[config.mk]
export PLATFORM = sky130hd
export DESIGN_NAME = axi64_to_xge64_arb
export DESIGN_NICKNAME = d
export VERILOG_FILES = /design/src/rtl/xge_arb_pkg.sv /design/src/rtl/rr_arb2.sv /design/src/rtl/axi64_to_xge64_arb.sv
export SDC_FILE = /design/constraint.sdc
export NUM_CORES = 1
export LEC_CHECK = 0
export ABC_CLOCK_PERIOD_IN_PS = 2800
export BUFFER_PORTS_ARGS = -buffer_cell sky130_fd_sc_hd__buf_2
export CORE_MARGIN = 5
export CORE_UTILIZATION = 41
export CTS_CLUSTER_DIAMETER = 60
export CTS_CLUSTER_SIZE = 25
export DETAILED_ROUTE_END_ITERATION = 10
export GPL_TIMING_DRIVEN = 0
export PLACE_DENSITY_LB_ADDON = 0.3
export SLEW_MARGIN = 20
export SYNTH_ARGS = -nofsm -noshare
export SYNTH_HDL_FRONTEND = slang
export SYNTH_SLANG_ARGS = --single-unit
[constraint.sdc]
create_clock -name xgmii_clk -period 2.8 [get_ports xgmii_clk]
set_input_delay 0.56 -clock xgmii_clk [delete_from_list [all_inputs] [get_ports xgmii_clk]]
set_output_delay 0.56 -clock xgmii_clk [all_outputs]
set_load 0.01 [all_outputs]
[src/rtl/xge_arb_pkg.sv]
// xge_arb_pkg: shared state encoding, counter width and saturating increment for the XGE arbiter
package xge_arb_pkg;
  typedef enum logic [1:0] {
    ST_IDLE = 2'd0,
    ST_XFER = 2'd1,
    ST_GAP  = 2'd2
  } state_e;
  localparam int CNT_W = 16;
  function automatic logic [CNT_W-1:0] sat_inc(input logic [CNT_W-1:0] v);
    return &v ? v : v + 1'b1;
  endfunction
endpackage

[src/rtl/rr_arb2.sv]
// rr_arb2: two-request round-robin pick; a tie goes to the port that was not granted last
module rr_arb2 (
  input  logic [1:0] req,
  input  logic       last_grant,
  output logic       grant
);
  // Lone requester wins; on a tie the other port from last time wins
  always_comb grant = &req ? ~last_grant : req[1];
endmodule

[src/rtl/axi64_to_xge64_arb.sv]
// axi64_to_xge64_arb: round-robin merge of two 64-bit AXI-stream packet sources onto an XGE MAC TX port
module axi64_to_xge64_arb
  import xge_arb_pkg::*;
#(
  parameter int IFG_CYCLES = 1,
  parameter int LABEL      = 0
) (
  input  logic             xgmii_clk,
  input  logic             xgmii_reset_n,
  input  logic [63:0]      s0_axis_tdata,
  input  logic [3:0]       s0_axis_tuser,
  input  logic             s0_axis_tlast,
  input  logic             s0_axis_tvalid,
  output logic             s0_axis_tready,
  input  logic [63:0]      s1_axis_tdata,
  input  logic [3:0]       s1_axis_tuser,
  input  logic             s1_axis_tlast,
  input  logic             s1_axis_tvalid,
  output logic             s1_axis_tready,
  output logic [63:0]      pkt_tx_data,
  output logic [2:0]       pkt_tx_mod,
  output logic             pkt_tx_sop,
  output logic             pkt_tx_eop,
  output logic             pkt_tx_val,
  input  logic             pkt_tx_full,
  output logic [CNT_W-1:0] pkt_cnt0,
  output logic [CNT_W-1:0] pkt_cnt1,
  output logic [CNT_W-1:0] drop_cnt
);
  localparam logic [3:0] IFG_LAST = 4'(IFG_CYCLES - 1);
  if (LABEL < 0) begin : g_label
  end
  state_e           state_q, state_d;
  logic             grant_q, grant_d;
  logic             last_grant_q, last_grant_d;
  logic             first_beat_q, first_beat_d;
  logic [3:0]       gap_cnt_q, gap_cnt_d;
  logic [CNT_W-1:0] pkt_cnt0_q, pkt_cnt0_d;
  logic [CNT_W-1:0] pkt_cnt1_q, pkt_cnt1_d;
  logic [CNT_W-1:0] drop_cnt_q, drop_cnt_d;
  logic             arb_grant;
  logic             s_valid, s_last, rdy, hs, done;
  logic [3:0]       s_user;
  rr_arb2 u_rr (
    .req       ({s1_axis_tvalid, s0_axis_tvalid}),
    .last_grant(last_grant_q),
    .grant     (arb_grant)
  );
  // Granted-port datapath; reset gates every handshake output to 0 immediately
  always_comb begin
    s_valid        = grant_q ? s1_axis_tvalid : s0_axis_tvalid;
    s_last         = grant_q ? s1_axis_tlast : s0_axis_tlast;
    s_user         = grant_q ? s1_axis_tuser : s0_axis_tuser;
    pkt_tx_data    = grant_q ? s1_axis_tdata : s0_axis_tdata;
    rdy            = xgmii_reset_n & (state_q == ST_XFER) & ~pkt_tx_full;
    hs             = rdy & s_valid;
    done           = hs & s_last;
    s0_axis_tready = rdy & ~grant_q;
    s1_axis_tready = rdy & grant_q;
    pkt_tx_val     = hs;
    pkt_tx_sop     = hs & first_beat_q;
    pkt_tx_eop     = done;
    pkt_tx_mod     = done ? s_user[2:0] : 3'd0;
    pkt_cnt0       = pkt_cnt0_q;
    pkt_cnt1       = pkt_cnt1_q;
    drop_cnt       = drop_cnt_q;
  end
  // Next-state: grant in IDLE, hold grant through XFER until tlast, then inter-frame gap
  always_comb begin
    state_d      = state_q;
    grant_d      = grant_q;
    last_grant_d = last_grant_q;
    first_beat_d = first_beat_q;
    gap_cnt_d    = gap_cnt_q;
    pkt_cnt0_d   = (done & ~grant_q) ? sat_inc(pkt_cnt0_q) : pkt_cnt0_q;
    pkt_cnt1_d   = (done & grant_q) ? sat_inc(pkt_cnt1_q) : pkt_cnt1_q;
    drop_cnt_d   = (done & s_user[3]) ? sat_inc(drop_cnt_q) : drop_cnt_q;
    case (state_q)
      ST_IDLE: if (s0_axis_tvalid | s1_axis_tvalid) begin
        state_d      = ST_XFER;
        grant_d      = arb_grant;
        first_beat_d = 1'b1;
      end
      ST_XFER: begin
        first_beat_d = hs ? 1'b0 : first_beat_q;
        if (done) begin
          last_grant_d = grant_q;
          gap_cnt_d    = 4'd0;
          state_d      = (IFG_CYCLES == 0) ? ST_IDLE : ST_GAP;
        end
      end
      ST_GAP: begin
        gap_cnt_d = (gap_cnt_q == IFG_LAST) ? 4'd0 : gap_cnt_q + 4'd1;
        state_d   = (gap_cnt_q == IFG_LAST) ? ST_IDLE : ST_GAP;
      end
      default: state_d = ST_IDLE;
    endcase
  end
  // State and counter registers with synchronous active-low reset
  always_ff @(posedge xgmii_clk) begin
    if (!xgmii_reset_n) begin
      state_q      <= ST_IDLE;
      grant_q      <= 1'b0;
      last_grant_q <= 1'b1;
      first_beat_q <= 1'b0;
      gap_cnt_q    <= 4'd0;
      pkt_cnt0_q   <= '0;
      pkt_cnt1_q   <= '0;
      drop_cnt_q   <= '0;
    end else begin
      state_q      <= state_d;
      grant_q      <= grant_d;
      last_grant_q <= last_grant_d;
      first_beat_q <= first_beat_d;
      gap_cnt_q    <= gap_cnt_d;
      pkt_cnt0_q   <= pkt_cnt0_d;
      pkt_cnt1_q   <= pkt_cnt1_d;
      drop_cnt_q   <= drop_cnt_d;
    end
  end
endmodule

==> metrics.md <==
| Metric | Value |
|---|---|
| Status | `complete, no violations` |
| Skew final | `0.00918 ns` |
| Arrival time worst endpoint | `2.09 ns` |
| Initial Util | `0.418` |
| Post-synthesis mux area share | `0.237` |
| CTS tree | `yes` |
| Crit share post-route | `0.947` |
| Final setup violation count | `0` |
| Seq/Total Area, Yosys | `0.315` |
| Post-synthesis simple-gate area fraction | `0.243` |
| Hold Violations, Final | `0` |
| Post-synth EDFFs | `0` |
| Syn_area_per_cell | `8.78 sq um` |
| Combinational share of power | `0.185` |
| Gpl congestion | `0.911` |
| Clock root buffer | `clkbuf_8` |
| Drt wl/cell | `16.2 um` |
| Dominant synthesized flop cell | `dfxtp_1` |
| Switching pwr | `515 uW` |
| Total gr overflow | `0` |
| Leak | `0.00244 uW` |
| Max FO, Critical Path | `19` |
| CP top delay family | `buffers and inverters` |
| GR Util All Layers | `0.228` |
| Slowest-stage cell, CP | `buf_1` |
| Post-synthesis compound-gate area fraction | `0.117` |
| Die width | `104 um` |
| Crit path top cell by count | `buf_2` |
| Combinational family with the most area after synthesis | `simple AND/OR/NAND/NOR gates` |
| Clock slew seen by the registers of the worst setup and hold paths | `0.07 ns` |
| CTS H-tree depth | `3` |
| Asr flop ratio synth | `0` |
| Worst reg2reg setup slack | `0.41 ns` |
| Power Dens Cells | `389 mW/mm^2` |
| Vias in the first global route | `4208` |
| Sw frac | `0.250` |
| DR iter-0 viols | `162` |
| Die area | `0.0108 sq mm` |
| Final core occ | `0.611` |
| Slew HR | `0.547` |
| Buffers on Ports | `262` |
| Yosys warning total | `0` |
| Placed Area | `0.00507 sq mm` |
| Crit-path max cell delay | `0.45 ns` |
| Flops & latches, synth | `57` |
| Fin. max-slew vios | `0` |
| Crit path kind | `register to primary output` |
| DRT Pass-1 Iters | `5` |
| Mapped Nets | `561` |
| Xor-xnor portion of the synthesized cell area | `0.0411` |
| Clk sinks | `57` |
| Period minus WS final | `2.65 ns` |
| Clock Tree Buf Depth | `2` |
| Synth Cell Area | `0.00363 sq mm` |
| Area Overhead vs Synth | `46.1%` |
| Die Y | `104 um` |
| Cell count after synthesis | `413` |
| Cell Rows | `34` |
| Placed Cells | `783` |
| First-pass GRT wire length | `20.6 mm` |
| Antenna viol nets, final | `0` |
| Part of the power in the clock network | `0.419` |
| Worst Tran Pin Value | `0.675 ns` |
| Finished Layout Cells | `800` |
| Final Cell Area | `0.00530 sq mm` |
| Synth Area in Adders | `0.0173` |
| CP Buf/Inv Count | `3` |
| CTS buffer count | `9` |
| Worst skew pair latency | `0.34 ns` |
| Largest net degree at the start of global routing | `20` |
| I/O pin count | `263` |
| CP Cell Sequence | `buf_2, buf_1, mux2_2, buf_2` |
| Achievable Freq | `377 MHz` |
| Power Total | `2060 uW` |
| Hold WC Path Type | `register to register` |
| Cell variety after synth | `55` |
| Setup crit end kind | `primary output` |
| VDD IR max | `0.206 mV` |
| RSZ-0062 raised after global routing | `false` |
| Setup TNS | `0 ns` |
| DRC | `0` |
| Core area | `0.00868 sq mm` |
| Initial antenna violation count | `2` |
| Via density per instance | `5.31` |
| DR vias | `4245` |
| Seq pwr share | `0.397` |
| Worst path required time | `2.24 ns` |
| Startpoint Class | `register` |
| Final-stage net count | `833` |
| Total Wirelength | `12.9 mm` |
| Max cap viols | `0` |
| Internal power | `1550 uW` |
| Post-CTS setup buffer count | `0` |
| Layout cells sized above 1 | `0.516` |
| Hpwl dp | `10.5 mm` |
-- what timing repair did --
| action | CTS | global route |
|---|---|---|
| endpoints found under the setup margin | 29 | 0 |
| hold buffers | 0 | 0 |
| gates resized for setup | 3 | 0 |
-- worst paths after layout --
check / endpoint / depth (start not counted) / from
worst max register to register: drop_cnt[6] / 6 / grant_q
worst min-delay path: last_grant_q / 2 / last_grant_q
worst max-delay path: pkt_tx_data[15] / 4 / grant_q
worst min register to register: last_grant_q / 2 / last_grant_q
-- cell families (layout without fill, tap and decap cells) --
group | Yosys count | in the layout
and+or+nand+nor | 168 | 168
muxes | 78 | 78
AOI/OAI and AO/OA | 61 | 61
DFF | 57 | 57
buffers and inverters | 27 | 304
xor gates and xnor gates | 17 | 17
adders and majority gates | 5 | 5
other | 0 | 2
-- synth_stat cells (3+ instances only) --
cell type | instances | share of area
o31ai_1 | 6 | 0.012
inv_1 | 8 | 0.0083
xor2_1 | 10 | 0.024
ha_1 | 5 | 0.017
xnor2_1 | 7 | 0.017
nand2_1 | 34 | 0.035
nor3_1 | 9 | 0.012
buf_1 | 4 | 0.0041
and3_1 | 4 | 0.0069
or3_1 | 7 | 0.012
o211ai_1 | 4 | 0.0083
a21oi_1 | 16 | 0.022
or4_1 | 5 | 0.010
clkbuf_1 | 13 | 0.013
nand3_1 | 28 | 0.039
nand4_1 | 10 | 0.017
mux2_2 | 64 | 0.20
or2b_1 | 4 | 0.0083
nand2b_1 | 4 | 0.0069
a31oi_1 | 3 | 0.0052
dfxtp_1 | 57 | 0.31
nor2_1 | 43 | 0.045
a211oi_1 | 7 | 0.014
o21ai_0 | 9 | 0.012
a22o_1 | 3 | 0.0072
mux2i_1 | 14 | 0.039
-- flip-flops by register name (all words and copies together), names as in the netlist --
register and flops:
first_beat_q 1, pkt_cnt0 16, state_q 2, last_grant_q 1, gap_cnt_q 4, grant_q 1
pkt_cnt1 16, drop_cnt 16
-- power groups by stage --
stage               logic (uW)  registers, uW  clock network [uW]
floorplan                  186            836                   0
finish                     381            818                 864
detailed placement         384            837                   0
global route               417            819                 916
global placement           378            837                   0
CTS                        386            818                 876
-- cell type report --
type / count / area, sq um
inverter: 8 / 30.0
tap: 108 / 135
antenna: 2 / 5.00
clock buffer: 12 / 145
multi-input combinational: 329 / 2380
sequential: 57 / 1140
clock inverter: 4 / 76.3
fill: 801 / 3380
timing repair buffer: 262 / 1310
buffer: 18 / 76.3
-- through the flow --
stage / setup WS [ns] / hold slack, ns
after floorplan: 0.632 / 0.438
after global placement: 0.137 / 0.453
after detailed placement: 0.0921 / 0.456
after CTS: 0.129 / 0.473
after global routing: 0.00997 / 0.509
final: 0.150 / 0.468
-- placed cells by master, fill, tap and decap left out, drive strengths merged, types with 3 or more instances in the layout --
| cell type | netlist | layout |
|---|---|---|
| o211ai | 4 | 4 |
| nand2b | 4 | 4 |
| o31ai | 6 | 6 |
| or3 | 7 | 7 |
| xor2 | 10 | 10 |
| a21oi | 16 | 16 |
| nand4 | 11 | 11 |
| or4 | 6 | 6 |
| dfxtp | 57 | 57 |
| buf | 6 | 267 |
| a22o | 3 | 3 |
| mux2i | 14 | 14 |
| nor3 | 9 | 9 |
| and3 | 4 | 4 |
| inv | 8 | 8 |
| nand2 | 35 | 35 |
| a31oi | 3 | 3 |
| nand3 | 28 | 28 |
| xnor2 | 7 | 7 |
| ha | 5 | 5 |
| nor4 | 3 | 3 |
| mux2 | 64 | 64 |
| o21ai | 10 | 10 |
| a211oi | 9 | 9 |
| clkbuf | 13 | 25 |
| or2b | 4 | 4 |
| nor2 | 44 | 44 |
-- layer usage --
metal,global-route usage,part of all wire
met4,0.0888,0.017
met5,0,0
met1,0.244,0.37
met3,0.0646,0.089
met2,0.419,0.52
-- tightest hold or removal path, cell delays in order, from the launching register on --
cell	delay, ns
dfxtp_1	0.32
a21oi_1	0.06
nand2_1	0.06
Power figures use the tool's default switching activity.
